File: src/rtl/calculator_pkg.sv
// Shared types and sizes for the calculator datapath and its controller.
package calculator_pkg;

  localparam int DATA_W        = 32;
  localparam int MEM_WORD_SIZE = 2 * DATA_W;
  localparam int ADDR_W        = 9;

  typedef enum logic [2:0] {
    S_IDLE,
    S_READ,
    S_RWAIT,
    S_ADD,
    S_WSET,
    S_WRITE,
    S_END
  } state_t;

endpackage

File: src/rtl/calc_controller_if.sv
// Host control and single-port SRAM bus seen by the calculator controller.
interface calc_controller_if;
  import calculator_pkg::*;

  // Host side
  logic                     start;
  logic [ADDR_W-1:0]        read_start_addr;
  logic [ADDR_W-1:0]        read_end_addr;
  logic [ADDR_W-1:0]        write_start_addr;
  logic                     busy;
  logic                     done;
  logic                     overflow;
  logic                     error;

  // SRAM side
  logic                     mem_en;
  logic                     mem_we;
  logic [ADDR_W-1:0]        mem_addr;
  logic [MEM_WORD_SIZE-1:0] mem_wdata;
  logic [MEM_WORD_SIZE-1:0] mem_rdata;

  // The controller drives the SRAM port and the status flags.
  modport master (
    input  start, read_start_addr, read_end_addr, write_start_addr, mem_rdata,
    output busy, done, overflow, error, mem_en, mem_we, mem_addr, mem_wdata
  );

  // Host plus SRAM: supplies control and read data, observes everything else.
  modport slave (
    output start, read_start_addr, read_end_addr, write_start_addr, mem_rdata,
    input  busy, done, overflow, error, mem_en, mem_we, mem_addr, mem_wdata
  );

endinterface

File: src/rtl/adder32.sv
// Combinational DATA_W adder with carry-out; the controller registers the result.
module adder32
  import calculator_pkg::*;
(
  input  logic [DATA_W-1:0] i_a,
  input  logic [DATA_W-1:0] i_b,
  output logic [DATA_W-1:0] o_sum,
  output logic              o_carry
);

  assign {o_carry, o_sum} = {1'b0, i_a} + {1'b0, i_b};

endmodule

File: src/rtl/calc_controller.sv
// Sequencing controller: reads operand pairs from SRAM, adds them, packs two
// sums per result word and writes the results back to a second SRAM region.
module calc_controller
  import calculator_pkg::*;
(
  input  logic              clk,
  input  logic              rst,
  calc_controller_if.master bus
);

  state_t                   r_state;
  state_t                   w_next_state;

  logic [ADDR_W-1:0]        r_rd_ptr;
  logic [ADDR_W-1:0]        r_wr_ptr;
  logic [ADDR_W-1:0]        r_read_end;
  logic                     r_slot;
  logic [MEM_WORD_SIZE-1:0] r_op;
  logic [DATA_W-1:0]        r_sum;
  logic [MEM_WORD_SIZE-1:0] r_buf;
  logic                     r_overflow;
  logic                     r_error;

  logic [DATA_W-1:0]        w_sum;
  logic                     w_carry;
  logic                     w_last_rd;
  logic                     w_range_bad;

  logic                     w_mem_en;
  logic                     w_mem_we;
  logic [ADDR_W-1:0]        w_mem_addr;
  logic [MEM_WORD_SIZE-1:0] w_mem_wdata;
  logic                     w_done;

  adder32 u_adder (
    .i_a     (r_op[DATA_W-1:0]),
    .i_b     (r_op[MEM_WORD_SIZE-1:DATA_W]),
    .o_sum   (w_sum),
    .o_carry (w_carry)
  );

  assign w_last_rd   = (r_rd_ptr == r_read_end);
  assign w_range_bad = (bus.read_end_addr < bus.read_start_addr);

  // State register plus all datapath registers, advanced per state.
  // NOTE: sequential state uses non-blocking assignments so every register
  // samples pre-edge values and process ordering cannot change behaviour.
  always_ff @(posedge clk) begin
    if (rst) begin
      r_state    <= S_IDLE;
      r_rd_ptr   <= '0;
      r_wr_ptr   <= '0;
      r_read_end <= '0;
      r_slot     <= 1'b0;
      r_op       <= '0;
      r_sum      <= '0;
      r_buf      <= '0;
      r_overflow <= 1'b0;
      r_error    <= 1'b0;
    end else begin
      r_state <= w_next_state;
      case (r_state)
        S_IDLE: begin
          if (bus.start) begin
            r_rd_ptr   <= bus.read_start_addr;
            r_wr_ptr   <= bus.write_start_addr;
            r_read_end <= bus.read_end_addr;
            r_slot     <= 1'b0;
            r_buf      <= '0;
            r_overflow <= 1'b0;
            r_error    <= w_range_bad;
          end
        end
        S_RWAIT: r_op <= bus.mem_rdata;
        S_ADD: begin
          r_sum <= w_sum;
          if (w_carry) r_overflow <= 1'b1;
        end
        S_WSET: begin
          if (!r_slot) r_buf[DATA_W-1:0]             <= r_sum;
          else         r_buf[MEM_WORD_SIZE-1:DATA_W] <= r_sum;
          if (!r_slot && !w_last_rd) begin
            r_slot   <= 1'b1;
            r_rd_ptr <= r_rd_ptr + ADDR_W'(1);
          end
        end
        S_WRITE: begin
          if (!w_last_rd) begin
            // Result pointer wraps naturally at 2^ADDR_W; read range was checked.
            r_wr_ptr <= r_wr_ptr + ADDR_W'(1);
            r_rd_ptr <= r_rd_ptr + ADDR_W'(1);
            r_slot   <= 1'b0;
            r_buf    <= '0;
          end
        end
        default: ;
      endcase
    end
  end

  // Next-state and registered-state output decode.
  // NOTE: every signal gets a default first so no path leaves it unassigned,
  // which would otherwise infer a latch.
  always_comb begin
    w_next_state = r_state;
    w_mem_en     = 1'b0;
    w_mem_we     = 1'b0;
    w_mem_addr   = '0;
    w_mem_wdata  = '0;
    w_done       = 1'b0;
    case (r_state)
      S_IDLE:  if (bus.start) w_next_state = w_range_bad ? S_END : S_READ;
      S_READ: begin
        w_mem_en     = 1'b1;
        w_mem_addr   = r_rd_ptr;
        w_next_state = S_RWAIT;
      end
      S_RWAIT: w_next_state = S_ADD;
      S_ADD:   w_next_state = S_WSET;
      S_WSET:  w_next_state = (r_slot || w_last_rd) ? S_WRITE : S_READ;
      S_WRITE: begin
        w_mem_en     = 1'b1;
        w_mem_we     = 1'b1;
        w_mem_addr   = r_wr_ptr;
        w_mem_wdata  = r_buf;
        w_next_state = w_last_rd ? S_END : S_READ;
      end
      S_END: begin
        w_done       = 1'b1;
        w_next_state = S_IDLE;
      end
      default: w_next_state = S_IDLE;
    endcase
  end

  assign bus.mem_en    = w_mem_en;
  assign bus.mem_we    = w_mem_we;
  assign bus.mem_addr  = w_mem_addr;
  assign bus.mem_wdata = w_mem_wdata;
  assign bus.done      = w_done;
  assign bus.busy      = (r_state != S_IDLE);
  assign bus.overflow  = r_overflow;
  assign bus.error     = r_error;

endmodule
File: src/flat_wrapper.sv
// flat-port wrapper written by rule: the top's interface ports become plain ports
module calc_controller_flat import calculator_pkg::*;
  (clk, rst, bus_start, bus_read_start_addr, bus_read_end_addr, bus_write_start_addr, bus_mem_rdata, bus_busy, bus_done, bus_overflow, bus_error, bus_mem_en, bus_mem_we, bus_mem_addr, bus_mem_wdata);
  calc_controller_if bus_i ();
  input  logic clk;
  input  logic rst;
  input wire logic [$bits(bus_i.start)-1:0] bus_start;
  input wire logic [$bits(bus_i.read_start_addr)-1:0] bus_read_start_addr;
  input wire logic [$bits(bus_i.read_end_addr)-1:0] bus_read_end_addr;
  input wire logic [$bits(bus_i.write_start_addr)-1:0] bus_write_start_addr;
  input wire logic [$bits(bus_i.mem_rdata)-1:0] bus_mem_rdata;
  output wire logic [$bits(bus_i.busy)-1:0] bus_busy;
  output wire logic [$bits(bus_i.done)-1:0] bus_done;
  output wire logic [$bits(bus_i.overflow)-1:0] bus_overflow;
  output wire logic [$bits(bus_i.error)-1:0] bus_error;
  output wire logic [$bits(bus_i.mem_en)-1:0] bus_mem_en;
  output wire logic [$bits(bus_i.mem_we)-1:0] bus_mem_we;
  output wire logic [$bits(bus_i.mem_addr)-1:0] bus_mem_addr;
  output wire logic [$bits(bus_i.mem_wdata)-1:0] bus_mem_wdata;
  assign bus_i.start = bus_start;
  assign bus_i.read_start_addr = bus_read_start_addr;
  assign bus_i.read_end_addr = bus_read_end_addr;
  assign bus_i.write_start_addr = bus_write_start_addr;
  assign bus_i.mem_rdata = bus_mem_rdata;
  assign bus_busy = bus_i.busy;
  assign bus_done = bus_i.done;
  assign bus_overflow = bus_i.overflow;
  assign bus_error = bus_i.error;
  assign bus_mem_en = bus_i.mem_en;
  assign bus_mem_we = bus_i.mem_we;
  assign bus_mem_addr = bus_i.mem_addr;
  assign bus_mem_wdata = bus_i.mem_wdata;
  calc_controller u_core (.clk(clk), .rst(rst), .bus(bus_i));
endmodule
File: config.mk
export PLATFORM = sky130hd
export DESIGN_NAME = calc_controller_flat
export DESIGN_NICKNAME = d
export VERILOG_FILES = /design/src/rtl/calculator_pkg.sv /design/src/rtl/calc_controller_if.sv /design/src/rtl/adder32.sv /design/src/rtl/calc_controller.sv /design/src/flat_wrapper.sv
export SDC_FILE = /design/constraint.sdc
export NUM_CORES = 1
export LEC_CHECK = 0
export CAP_MARGIN = 5
export CORE_MARGIN = 1.5
export CORE_UTILIZATION = 34
export CTS_BUF_LIST = sky130_fd_sc_hd__clkbuf_8
export DETAILED_ROUTE_END_ITERATION = 10
export PLACE_DENSITY = 0.63
export SLEW_MARGIN = 30
export SYNTH_ARGS = -nofsm -noshare
export SYNTH_HDL_FRONTEND = slang
export SYNTH_SLANG_ARGS = --single-unit
File: constraint.sdc
create_clock -name clk -period 4.06 [get_ports clk]
set_clock_uncertainty 0.1 [all_clocks]
set_input_delay 0.812 -clock clk [delete_from_list [all_inputs] [get_ports clk]]
set_output_delay 0.812 -clock clk [all_outputs]
set_load 0.1 [all_outputs]
# Word-level counts from Yosys, hierarchy flattened
# Index checks and enable logic that the tools add are counted.
# totals
ff_bits,193
input_bits,94
output_inout_bits,79
word_cells,72
# op_classes
add_sub_neg,3
order_cmp,1
n_eq_ne,13
muxes,28
reduce_logical,16
# op_table
cell,count
2-to-1 mux 64 bit,3
case mux 64 bit (3 select lines),1
2-to-1 mux 32 bit,2
2-to-1 mux 9 bit,5
case mux 9 bit (2 select lines),2
adder 32 x 32 -> 33 bit,1
case mux 9 bit (3 select lines),1
"adder 9 x 1 -> 9 bit, second input constant",2
case mux 3 bit (6 select lines),1
2-to-1 mux 3 bit,4
AND reduction 4 bit,3
"equality test 3 bit, second input constant",3
equality test 9 bit,1
< comparator 9 bit,1
"inequality test 2 bit, second input constant",4
2-to-1 mux 1 bit,7
"equality test 3 x 2 -> 1 bit, second input constant",2
AND reduction 3 bit,2
nonzero test 3 bit,2
"inequality test 2 x 1 -> 1 bit, second input constant",2
nonzero test 2 bit,2
"equality test 3 x 1 -> 1 bit, second input constant",1
zero test 3 bit,1
case mux 1 bit (3 select lines),1
other kinds (6),7

# Logic depth before layout (Yosys ltp)
# logic_depth
word_depth,5
ltp_mapped,11
mapped_depth_nobuf,11

# Modules after synthesis
# Synthesis repeated with hierarchy kept, for this count alone.
# unflattened
cells_unflattened,1218
area_unflattened_um2,9862.0
# by_module_without_submodules
mod,instances,cells_each,area_per_inst_um2,seq_area_each_um2
calc_controller,1,944,7960.1,3863.7
adder32,1,274,1901.8,0.0

# Least setup slack after synthesis
# Ideal clock, no wire load.
# synth_path
path_kind,reg2out
start,register u_core.r_state[1]
end,output port bus_mem_addr[0]
arrival_time_ps,3167
required_ps,3148
slack_ps,-19
path_stages_with_launch,8
n_path_buf,3
cell_sequence,dfxtp_1 clkbuf_1 nor2b_1 clkbuf_1 nand2_1 inv_2 clkbuf_1 a22o_1
# synth_via
elab_chain_cells,2
elab_cells_between_ends,3
cone_classes,eq/ne (2); mux (1)
# synth_rtl
element,line,text
start: declaration,calc_controller.sv:11,state_t r_state;
start signal: assignment,calc_controller.sv:61,r_state <= w_next_state;
equality test 3 bit or equality test 3 x 1 -> 1 bit (tied branches),calc_controller.sv:111,case (r_state)
case mux 9 bit (2 select lines) (*),calc_controller.sv:111,
end: declaration,flat_wrapper.sv:18,output wire logic [$bits(bus_i.mem_addr)-1:0] bus_mem_addr;
# Mark *: on every way between the ends. The rest lies on a longest branch, timed or not.

# Worst setup path after layout
# layout_path
start,register u_core.r_state[2]
end,output port bus_mem_addr[7]
# The elaborated chain is that of the path after synthesis.

==> flow_summary.rst <==
.. list-table::
   :header-rows: 1

   * - Metric
     - Value
   * - Outcome
     - completed
   * - Via count normalized by instance count
     - 5.11
   * - Post-synthesis sequential area ratio
     - 39.9%
   * - Share of async-settable or async-resettable flops after synthesis
     - 0%
   * - Hpwl dp
     - 19.8 mm
   * - Cell area power density
     - 541 mW/mm^2
   * - Post-detailed-route DRC marker count
     - 0
   * - VDD IR max
     - 336 uV
   * - Wire length reported by the detailed router
     - 27.0 mm
   * - FF+latch area
     - 0.00386 mm^2
   * - Top fanout value on the critical path
     - 19
   * - Number of warnings reported in the yosys synthesis log
     - 0
   * - Area of the mapped netlist
     - 0.00969 mm^2
   * - Critical path startpoint category
     - register
   * - Skew-Pair Late Insertion Delay
     - 0.47 ns
   * - Hold buffer count at CTS
     - 0
   * - Port-buffer cells
     - 172
   * - Remaining antenna violation count
     - 0
   * - Clock-pin transition on the worst setup and hold timing paths
     - 0.10 ns
   * - Buffers inserted during post-CTS setup optimization
     - 0
   * - DR pass1 iterations
     - 6
   * - Highest Clock Rate
     - 281 MHz
   * - Tmin final
     - 3.56 ns
   * - Number of nets in the finished design
     - 1527
   * - Layout area overhead
     - 24.1%
   * - Placed Cells
     - 1749
   * - Maximum number of buffers from clock root to sink
     - 2
   * - Core box area
     - 0.0279 mm^2
   * - Yosys top cell area share
     - 39.9%
   * - Layout cells sized above 1
     - 10.2%
   * - Data arrival time of the critical path
     - 2.65 ns
   * - Final cell count without fillers
     - 1782
   * - Initial antenna violation count
     - 1
   * - IO Pins
     - 173
   * - Number of flops mapped to enable cells by yosys
     - 0
   * - Iter 0 DRT Violations
     - 676
   * - Top cells by area in the synthesized netlist
     - sky130_fd_sc_hd__dfxtp_1 40%, sky130_fd_sc_hd__nand2_1 11%, sky130_fd_sc_hd__a21oi_1 7.3%
   * - Post-route clock period utilization
     - 87.7%
   * - Total count of max-transition violations in the final report
     - 0
   * - Setup repair after global routing missed its margin
     - no
   * - Type of destination of the critical path
     - output pin
   * - Routed wirelength normalized by instance count
     - 15.2 um
   * - Vias after detailed routing
     - 9107
   * - Cell variety after synth
     - 60
   * - Net Count, Synth
     - 1413
   * - Area of the die
     - 0.0295 mm^2
   * - Final Hold Vio Count
     - 0
   * - Number of register bits inferred by synthesis
     - 193
   * - Accumulated negative setup slack
     - 0 ns
   * - Most used flip-flop cell after synthesis
     - sky130_fd_sc_hd__dfxtp_1
   * - LEAKAGE
     - 4.90 nW
   * - Type of the most critical hold path
     - register to register
   * - Post-CTS sizing
     - 0
   * - Rows
     - 61
   * - Clock Tree Root
     - sky130_fd_sc_hd__clkbuf_8
   * - Vias in the first global route
     - 8201
   * - Die height
     - 172 um
   * - Cell accounting for the most synthesized area
     - sky130_fd_sc_hd__dfxtp_1
   * - Classification of the worst setup path
     - register to output pin
   * - Mapped Cells
     - 1276
   * - Worst slew margin relative to its limit
     - 35.6%
   * - First-pass GRT wire length
     - 42.7 mm
   * - Clock tree from TritonCTS
     - built
   * - Least-Margin Pin Slew
     - 0.963 ns
   * - Number of buffers added by the clock tree synthesis step
     - 17
   * - Count of filler cells inserted in the layout
     - 2916
   * - Multi-input combinational cell area
     - 0.00545 mm^2
   * - Synth cell count leaders
     - 288 x sky130_fd_sc_hd__nand2_1, 193 x sky130_fd_sc_hd__dfxtp_1, 142 x sky130_fd_sc_hd__a21oi_1
   * - Congestion Overflow GR
     - 0
   * - Initial cell density of the core
     - 34.7%
   * - Global placement routability congestion
     - 0.883
   * - Final setup viols
     - 0
   * - Max capacitance violation total
     - 0
   * - Clock tree sinks
     - 193
   * - Chip width
     - 172 um
   * - Required arrival time at the worst endpoint
     - 3.15 ns
   * - Maximum number of pins on one net before global-route repair
     - 81
   * - Overall track demand over capacity in global routing
     - 18.2%
   * - Count of H-tree levels built during CTS
     - 4
   * - Average cell area after synthesis
     - 7.59 um^2
   * - Most frequent cell after synthesis
     - sky130_fd_sc_hd__nand2_1
==> flip-flops by register name, summed over array words and instances (netlist names) <==
name / count
u_core.r_slot: 1
u_core.r_read_end: 9
u_core.r_rd_ptr: 9
u_core.r_wr_ptr: 9
u_core.r_buf: 64
u_core.r_sum: 32
u_core.r_op: 64
u_core.bus.overflow: 1
u_core.bus.error: 1
u_core.r_state: 3
==> stage by stage <==
step	cell area (um^2)	power, mW	setup slack [ns]	utilization [%]	hold WS, ns
after floorplan	9690	4.45	0.523	-	0.324
after global placement	11600	5.24	0.940	41.5	0.332
after detailed placement	11600	5.26	0.833	41.5	0.337
after CTS	12000	6.53	0.534	43.0	0.352
after global routing	12000	6.95	0.304	43.0	0.365
final	12000	6.50	0.501	43.0	0.351
==> power breakdown <==
| group | internal [mW] | switching (mW) | total [mW] |
|---|---|---|---|
| sequential | 2.19 | 0.315 | 2.50 |
| combinational | 0.827 | 1.90 | 2.73 |
| clock | 0.484 | 0.786 | 1.27 |
| total | 3.50 | 3.01 | 6.50 |
==> metal layers <==
metal  track usage [%]  share of wire, %  vias to the layer above  wire length (um)
li1                  -                 -                     4698                 -
met2              26.9                43                      237             11500
met5                 0                 0                        -                 0
met1              27.4                51                     4146             13700
met3              2.19               5.3                       26              1420
met4              5.60               1.5                        0               392
==> critical path, stage by stage (launching register included) <==
cell and delay [ns]:
sky130_fd_sc_hd__dfxtp_1 0.69, sky130_fd_sc_hd__nor2b_4 0.25, sky130_fd_sc_hd__nand2_1 0.33, sky130_fd_sc_hd__inv_2 0.42, sky130_fd_sc_hd__nand2_1 0.16, sky130_fd_sc_hd__nand2_1 0.14
sky130_fd_sc_hd__buf_12 0.18
==> logic make-up (layout without fill, tap and decap cells) <==
family,Yosys count,in the layout,synth area share [%]
buffers and inverters,111,238,4.35
other,0,1,0
XOR/XNOR,29,29,2.62
AO/OA/AOI/OAI,341,341,21.1
flip-flops,193,193,39.9
AND/OR/NAND/NOR,558,558,26.3
multiplexers,1,1,0.103
adder cells (fa/ha/maj),43,43,5.63
==> final cells by class <==
class	count	share of cell area [%]
clock inverter	14	1.37
multi-input combinational	972	45.3
inverter	22	0.687
timing repair buffer	184	14.4
antenna	1	0.0208
clock buffer	18	2.06
sequential	193	32.2
tap	378	3.93
==> path summary, 6_finish.rpt <==
check | startpoint | endpoint | slack [ns] | depth (start not counted)
max | u_core.r_state[2] | bus_mem_addr[7] | 0.50 | 6
max reg2reg | u_core.r_op[0] | u_core.r_sum[30] | 0.96 | 11
min | u_core.r_buf[2] | u_core.r_buf[2] | 0.35 | 2
min reg2reg | u_core.r_buf[2] | u_core.r_buf[2] | 0.35 | 2
==> cell usage in the layout (no fill, tap or decap), types with 19 or more instances in the layout <==
cell type and count:
sky130_fd_sc_hd__ha_1 42, sky130_fd_sc_hd__xor2_1 19, sky130_fd_sc_hd__nor2_1 44, sky130_fd_sc_hd__dfxtp_1 192, sky130_fd_sc_hd__buf_4 80, sky130_fd_sc_hd__nand3_1 90, sky130_fd_sc_hd__and3_1 76, sky130_fd_sc_hd__o21ai_0 21
sky130_fd_sc_hd__nand2_1 287, sky130_fd_sc_hd__clkdlybuf4s50_1 93, sky130_fd_sc_hd__a21oi_1 142, sky130_fd_sc_hd__o21ai_1 78
Power figures use the tool's default switching activity.
